===== config.mk =====
export PLATFORM = sky130hd
export DESIGN_NAME = serial_adder
export DESIGN_NICKNAME = d
export VERILOG_FILES = /design/src/rtl/serial_adder_pkg.sv /design/src/rtl/full_adder.sv /design/src/rtl/serial_adder.sv
export SDC_FILE = /design/constraint.sdc
export NUM_CORES = 1
export LEC_CHECK = 0
export CORE_AREA = 2 2 80 82
export DETAILED_ROUTE_END_ITERATION = 12
export DIE_AREA = 0 0 82 84
export GPL_TIMING_DRIVEN = 1
export PLACE_DENSITY = 0.55
export SLEW_MARGIN = 20
export SYNTH_ARGS = -nofsm -noshare
export SYNTH_HDL_FRONTEND = slang
export SYNTH_SLANG_ARGS = --single-unit
export TNS_END_PERCENT = 30

===== constraint.sdc =====
create_clock -name clk -period 2.6 [get_ports clk]
set_clock_uncertainty 0.15 [all_clocks]
set_input_delay 0.39 -clock clk [delete_from_list [all_inputs] [get_ports clk]]
set_output_delay 0.39 -clock clk [all_outputs]
set_load 0.01 [all_outputs]

===== src/rtl/serial_adder_pkg.sv =====
// +----------------------------------------------------------------------+
// | serial_adder_pkg                                                     |
// | Shared FSM state encoding and sizing helper for serial_adder.        |
// | Revision: 1.0                                                        |
// +----------------------------------------------------------------------+
`default_nettype none

package serial_adder_pkg;

    typedef enum logic [1:0] {
        S_IDLE = 2'd0,
        S_RUN  = 2'd1,
        S_DONE = 2'd2
    } state_t;

    // Bits needed to hold the values 0..n-1 (never less than one bit).
    function automatic int cnt_width(input int n);
        int w;
        w = 1;
        while ((1 << w) < n) w++;
        return w;
    endfunction

endpackage

`default_nettype wire


===== src/rtl/full_adder.sv =====
// +----------------------------------------------------------------------+
// | full_adder                                                           |
// | Single-bit full adder cell, ripple-chained by serial_adder.          |
// | Revision: 1.0                                                        |
// +----------------------------------------------------------------------+
`default_nettype none

module full_adder (
    input  logic a,
    input  logic b,
    input  logic ci,
    output logic sum,
    output logic carry
);

    assign sum   = a ^ b ^ ci;
    assign carry = (a & b) | (ci & (a ^ b));

endmodule

`default_nettype wire


===== src/rtl/serial_adder.sv =====
// +----------------------------------------------------------------------+
// | serial_adder                                                         |
// | Multi-cycle add/subtract, DIGIT bits per clock over WIDTH bits.      |
// | Revision: 1.0                                                        |
// +----------------------------------------------------------------------+
`default_nettype none

module serial_adder
    import serial_adder_pkg::*;
#(
    parameter int WIDTH = 8,
    parameter int DIGIT = 1
) (
    input  logic             clk,
    input  logic             reset,
    input  logic             start,
    input  logic             sub,
    input  logic [WIDTH-1:0] a,
    input  logic [WIDTH-1:0] b,
    input  logic             ci,
    output logic             ready,
    output logic             busy,
    output logic             done,
    output logic [WIDTH-1:0] sum,
    output logic             carry,
    output logic             overflow
);

    localparam int STEPS = WIDTH / DIGIT;
    localparam int CW    = cnt_width(STEPS + 1);
    localparam logic [CW-1:0] c_last_step = CW'(STEPS - 1);
    localparam logic [CW-1:0] c_load_step = CW'(STEPS);

    state_t           r_state;
    logic [CW-1:0]    r_cnt;
    logic [WIDTH-1:0] r_opa;
    logic [WIDTH-1:0] r_opb;
    logic [WIDTH-1:0] r_work;
    logic             r_c;
    logic             r_cmsb;

    logic [DIGIT:0]   w_c;
    logic [DIGIT-1:0] w_digit;
    logic [WIDTH-1:0] w_work_next;
    logic [WIDTH-1:0] w_opa_next;
    logic [WIDTH-1:0] w_opb_next;

    assign w_c[0] = r_c;

    generate
        for (genvar i = 0; i < DIGIT; i++) begin : g_chain
            full_adder u_fa (
                .a     (r_opa[i]),
                .b     (r_opb[i]),
                .ci    (w_c[i]),
                .sum   (w_digit[i]),
                .carry (w_c[i+1])
            );
        end

        if (DIGIT == WIDTH) begin : g_single_step
            assign w_work_next = w_digit;
            assign w_opa_next  = '0;
            assign w_opb_next  = '0;
        end else begin : g_multi_step
            assign w_work_next = {w_digit, r_work[WIDTH-1:DIGIT]};
            assign w_opa_next  = {{DIGIT{1'b0}}, r_opa[WIDTH-1:DIGIT]};
            assign w_opb_next  = {{DIGIT{1'b0}}, r_opb[WIDTH-1:DIGIT]};
        end
    endgenerate

    always_ff @(posedge clk) begin
        if (reset) begin
            r_state  <= S_IDLE;
            r_cnt    <= '0;
            r_opa    <= '0;
            r_opb    <= '0;
            r_work   <= '0;
            r_c      <= 1'b0;
            r_cmsb   <= 1'b0;
            ready    <= 1'b1;
            busy     <= 1'b0;
            done     <= 1'b0;
            sum      <= '0;
            carry    <= 1'b0;
            overflow <= 1'b0;
        end else begin
            case (r_state)
                S_IDLE: begin
                    if (start) begin
                        r_opa   <= a;
                        r_opb   <= sub ? ~b : b;
                        r_c     <= ci ^ sub;
                        r_cnt   <= '0;
                        ready   <= 1'b0;
                        busy    <= 1'b1;
                        r_state <= S_RUN;
                    end
                end
                S_RUN: begin
                    // Steps 0..STEPS-1 compute; the extra step publishes the result.
                    if (r_cnt == c_load_step) begin
                        sum      <= r_work;
                        carry    <= r_c;
                        overflow <= r_c ^ r_cmsb;
                        busy     <= 1'b0;
                        done     <= 1'b1;
                        r_state  <= S_DONE;
                    end else begin
                        r_work <= w_work_next;
                        r_opa  <= w_opa_next;
                        r_opb  <= w_opb_next;
                        r_c    <= w_c[DIGIT];
                        r_cnt  <= r_cnt + CW'(1);
                        if (r_cnt == c_last_step) begin
                            r_cmsb <= w_c[DIGIT-1];
                        end
                    end
                end
                S_DONE: begin
                    done    <= 1'b0;
                    ready   <= 1'b1;
                    r_state <= S_IDLE;
                end
                default: begin
                    done    <= 1'b0;
                    busy    <= 1'b0;
                    ready   <= 1'b1;
                    r_state <= S_IDLE;
                end
            endcase
        end
    end

endmodule

`default_nettype wire


==> run summary, run 1 <==
Design Area, Final = 2537 um2
sw frac = 0.2341
Pre-Repair DR Iteration Count = 4
Root Driver = clkbuf_8
RSZ-0062 raised after global routing = no
buffer depth of the longest clock path = 2
Slew HR = 0.7034
Critical Path RT = 2.64 ns
clock sinks = 45
CP Data Arrival Time = 1.96 ns
VDD IR max = 0.2586 mV
# Post-CTS Setup Buffers = 0
fmax = 519.3 MHz
Syn Std Cell Area = 2022 um2
total CTS buffers = 5
Setup crit start kind = register
Ys Warns = 0
first-pass GRT wire length = 7369 um
Storage cell area = 900.9 um2
Multi-input gate area = 1005 um2
post-route clock period utilization = 0.7406
vias per inst = 5.064
Setup TNS = 0 ns
Setup crit end kind = register
DR WL met3 = 177 um
DR WL met2 = 2113 um
Fillers = 634
#FFs+latches synth = 45
number of diodes = 0
post-synth top area share = 0.4455
Max Used Layer = met4
Cell variety after synth = 36
vias in the first global route = 1565
leakage = 0.8919 nW
P per Cell Area = 611.3 nW/um2
IO Pins = 34
crit path max fanout = 9
Die Area = 6888 um2
Least-Margin Pin Slew = 0.4435 ns
power share of the sequential group = 0.478
RR Startpoint = r_cnt[0]$_SDFFE_PP0P_
DRT met1 WL = 2117 um
P_sw = 0.0003632 W
GP Congestion = 0.7524
post_cts resized = 0
status = finished clean
final hold slack = 0.3275 ns
routed len/inst = 12.88 um
Starting Density = 0.3317
First DRT Iteration DRCs = 129
Mapped Cells = 243
Area Overhead vs Synth = 25.49%
Clk pwr share = 0.411
max-slew violations = 0
# port buffers = 33
row cnt = 29
Routed Antenna Nets = 0
via count = 1752
register area share after synthesis = 0.4455
cell-internal power = 0.001188 W
Syn Area/Cell = 8.321 um2
Final Hold Fails = 0
Post-Route WL = 4456 um
post-layout min period = 1.926 ns
clk_lat worst skew = 0.30 ns
GR Util All Layers = 0.1358
DRC = 0
CTS tree = yes
Worst-path clk slew = 0.09 ns
floorplan core area = 6096 um2
die width = 82 um
largest net degree at the start of global routing = 42
worst hold path class = reg2reg
die height = 84 um
CP Launch Point = r_cnt[0]$_SDFFE_PP0P_
Net Count, Synth = 267
total grt overflow = 0
Area after DPL = 2400 um2
Max Cap Viol = 0
Combinational Power Share = 0.111
share of cells above drive strength 1 = 0.07435
post-synth top area cell = dfxtp_1
ranking of synthesized cells by area = dfxtp_1 (45%), a21oi_1 (7.9%), o21ai_0 (5.7%)
Post-CTS Hold Buffers = 0
kind of critical path = reg2reg
# nets final = 292
final setup violation count = 0
HP Start = r_opb[1]$_SDFFE_PP0P_
antenna violations before repair = 0
post-DP HPWL = 2943 um
Max H-tree Level = 2
-- cell usage after synthesis --
cell,n
clkinv_1,1
o21bai_2,1
nand4_1,1
or3_1,1
xnor2_1,1
nand4b_1,2
nand3b_1,2
or4b_1,1
nand3_2,1
nor2b_1,1
buf_2,10
o21ai_0,23
nor2_1,17
and3b_1,1
a211o_1,1
nand3_1,20
a31oi_1,2
a311oi_1,8
buf_6,1
nand2b_1,4
clkbuf_2,1
dfxtp_1,45
o32ai_1,8
a21oi_1,32
fa_1,1
nor2_2,1
clkbuf_1,10
nor3b_1,1
inv_1,3
o211a_1,1
o21ba_2,1
xor2_1,9
ha_1,2
and4b_1,1
nand2_1,27
o31ai_1,1
-- power by group through the flow --
stage | Combinational, W | Clock (W) | Sequential, W
floorplan | 0.000114 | 0 | 0.000752
global placement | 0.000171 | 0 | 0.000759
detailed placement | 0.000173 | 0 | 0.000758
CTS | 0.000173 | 0.000652 | 0.000743
global route | 0.000193 | 0.000679 | 0.000746
finish | 0.000172 | 0.000637 | 0.000742
-- path summary, 6_finish.rpt --
check                                             end  slack [ns]  cells past startpoint
worst min-delay path            r_opb[1]$_SDFFE_PP0P_        0.33                      2
worst min register to register  r_opb[1]$_SDFFE_PP0P_        0.33                      2
worst max-delay path            r_opb[4]$_SDFFE_PP0P_        0.67                      5
worst max register to register  r_opb[4]$_SDFFE_PP0P_        0.67                      5
-- stage by stage --
step	util	cells	total power, W	worst slack (ns)
finish	0.4163	346	0.001551	0.6745
global route	0.4163	346	0.001618	0.5472
CTS	0.4163	346	0.001568	0.6824
detailed placement	0.3937	338	0.0009315	0.5382
global placement	0.3937	338	0.0009303	0.6132
floorplan	-	243	0.0008667	0.9868
-- worst max-delay path, stage by stage, from the launching register on --
cell and delay, ns:
dfxtp_1 0.37, inv_1 0.08, ha_1 0.23, nand4b_1 0.34, nand3_2 0.27, o32ai_1 0.37
-- flip-flops by register name (all words and copies together) (netlist names) --
register,cells
carry,1
done,1
r_cmsb,1
r_cnt,4
busy,1
overflow,1
sum,8
r_c,1
r_opa,8
r_opb,8
r_work,8
r_state,2
ready,1
-- area by class of cell --
cell class | instances | share of cell area
Inverter | 4 | 0.005917
Timing Repair Buffer | 40 | 0.1509
Multi-Input combinational cell | 172 | 0.3960
Sequential cell | 45 | 0.3550
Tap cell | 77 | 0.03797
Clock buffer | 5 | 0.02712
Clock inverter | 3 | 0.02712
-- routing by layer --
metal,vias to the layer above,track usage
met4,0,0.04848
met1,796,0.1797
met2,37,0.2136
met3,5,0.03139
li1,914,-
met5,-,0
-- cells in the final DEF, fill, tap and decap left out, types with 5 or more instances in the layout --
master,n
o21ai_0,23
dfxtp_1,45
a311oi_1,8
nand3_1,20
buf_4,7
xor2_1,9
clkdlybuf4s50_1,33
nand2_1,27
a21oi_1,32
nor2_1,17
o32ai_1,8
clkbuf_8,5
-- logic make-up (layout without fill, tap and decap cells) --
| family | after synthesis | in the layout | synth area share |
|---|---|---|---|
| buffers and inverters | 26 | 52 | 0.05879 |
| xor gates and xnor gates | 10 | 10 | 0.04332 |
| AOI/OAI and AO/OA | 78 | 78 | 0.2352 |
| DFF | 45 | 45 | 0.4455 |
| adders and majority gates | 3 | 3 | 0.02228 |
| and+or+nand+nor | 81 | 81 | 0.1949 |
No activity file was read; power rests on OpenSTA's default activity.
==> run 2: changes to the inputs <==
clock period = 1.9 ns   (was 2.6 ns; I/O delays follow)
==> run 2 against run 1 <==
Worst hold slack got worse by 0.0071 ns. Clock power decreased by 8.5%. Total power increased by 19%. Cell area increased by 0.74%. Non-clock buffer count increased by 8. Global-route usage increased by 0.42 points. Die area unchanged. Cell count increased by 2.3%. Maximum frequency increased by 15%. Sequential cell count unchanged. Largest power group unchanged. Worst setup slack got worse by 0.44 ns.
==> run summary, run 2 (same netlist as run 1, synthesis figures left out) <==
status = finished clean
# port buffers = 33
Max H-tree Level = 2
First DRT Iteration DRCs = 96
Setup crit end kind = register
Area Overhead vs Synth = 26.42%
IO Pins = 34
buffer depth of the longest clock path = 2
vias per inst = 5.119
GP Congestion = 0.7404
routed len/inst = 12.93 um
final setup violation count = 0
Slew HR = 0.8147
max-slew violations = 0
clock sinks = 45
floorplan core area = 6096 um2
VDD IR max = 0.2757 mV
worst path cell trace = inv_1 -> ha_1 -> and4b_1 -> nor2_2 -> buf_4 -> a311oi_1
Post-Route WL = 4576 um
CTS tree = yes
share of cells above drive strength 1 = 0.09386
largest net degree at the start of global routing = 36
Routed Antenna Nets = 0
leakage = 0.9051 nW
DRC = 0
via count = 1812
non-filler cells, final = 354
Worst R2R Setup Slack = 0.23 ns
CP Data Arrival Time = 1.73 ns
pre-CTS setup slack = 0.03872 ns
Least-Margin Pin Slew = 0.2776 ns
most common cell after layout, fill and taps aside = dfxtp_1
Die Area = 6888 um2
kind of critical path = reg2reg
fmax = 599.5 MHz
Max Cap Viol = 0
# nets final = 300
clk_lat worst skew = 0.30 ns
post-DP HPWL = 3013 um
Setup TNS = 0 ns
Setup WS post-layout = 0.2318 ns
number of diodes = 0
row cnt = 29
Worst-path clk slew = 0.09 ns
most frequent cells in the layout = dfxtp_1 (45), clkdlybuf4s50_1 (33), a21oi_1 (32)
Starting Density = 0.3317
Critical Path RT = 1.96 ns
Final Hold Fails = 0
die height = 84 um
Fillers = 655
first-pass GRT wire length = 7638 um
die width = 82 um
Root Driver = clkbuf_8
post_cts resized = 0
Post-CTS Hold Buffers = 0
placed cells = 346
crit path max fanout = 15
GR Util All Layers = 0.1400
CP max stage delay = 0.34 ns
RSZ-0062 raised after global routing = no
critical path's slowest cell = dfxtp_1
post-layout min period = 1.668 ns
worst hold path class = reg2reg
P per Cell Area = 723.7 nW/um2
Setup crit start kind = register
Pre-Repair DR Iteration Count = 4
antenna violations before repair = 0
post-route clock period utilization = 0.8780
total CTS buffers = 5
vias in the first global route = 1629
total grt overflow = 0
# Post-CTS Setup Buffers = 0
final hold slack = 0.3204 ns
[run 2: cell count changes in the layout (fill, tap and decap cells not counted), sizes merged]
cell,previous run,this run
inv,4,3
bufinv,2,0
buf,7,15
clkinvlp,0,1
clkbuf,5,7
[run 2: layer usage]
layer | GRT usage | share of wire | up-vias
li1 | - | - | 928
met1 | 0.1906 | 0.50 | 834
met2 | 0.2188 | 0.45 | 44
met3 | 0.03571 | 0.042 | 6
met4 | 0.03636 | 0.010 | 0
met5 | 0 | 0 | -
[run 2: worst max-delay path, delay by kind of cell (launching register included)]
family                     cells  cell delay (ns)
DFF                            1             0.34
and+or+nand+nor                2             0.39
buffers and inverters          2             0.27
adders and majority gates      1             0.20
AOI/OAI and AO/OA              1             0.23
[run 2: where the power goes]
part | internal (W) | switching, W
clock network | 0.000261 | 0.000323
registers | 0.000986 | 0.0000314
logic | 0.000123 | 0.000127
[run 2: final timing paths]
| check | depth (start not counted) | end | startpoint |
|---|---|---|---|
| max reg2reg | 6 | r_opa[6]$_SDFFE_PP0P_ | r_cnt[0]$_SDFFE_PP0P_ |
| min | 2 | sum[0]$_SDFFE_PP0P_ | r_work[0]$_SDFFE_PP0P_ |
| min reg2reg | 2 | sum[0]$_SDFFE_PP0P_ | r_work[0]$_SDFFE_PP0P_ |
| max | 6 | r_opa[6]$_SDFFE_PP0P_ | r_cnt[0]$_SDFFE_PP0P_ |
[run 2: cell type report]
type | count | area (um2) | area share
clock inverters | 1 | 7.507 | 0.002937
clock buffers | 7 | 76.32 | 0.02986
multi-input cells | 172 | 1005 | 0.3930
flip-flops and latches | 45 | 900.9 | 0.3524
inverters | 4 | 15.01 | 0.005874
repair buffers | 48 | 455.4 | 0.1782
well taps | 77 | 96.34 | 0.03769
[run 2: stage by stage]
step | power (W) | util | area, um2
floorplan | 0.001186 | - | 2022
global placement | 0.001288 | 0.4056 | 2472
detailed placement | 0.001290 | 0.4056 | 2472
CTS | 0.001870 | 0.4193 | 2556
global route | 0.001945 | 0.4193 | 2556
finish | 0.001850 | 0.4193 | 2556
==> run 3: changes to the inputs <==
SLEW_MARGIN = 10   (was 20)
==> results of run 3 <==
No change in the layout: final DEF, timing and power equal those of run 2.
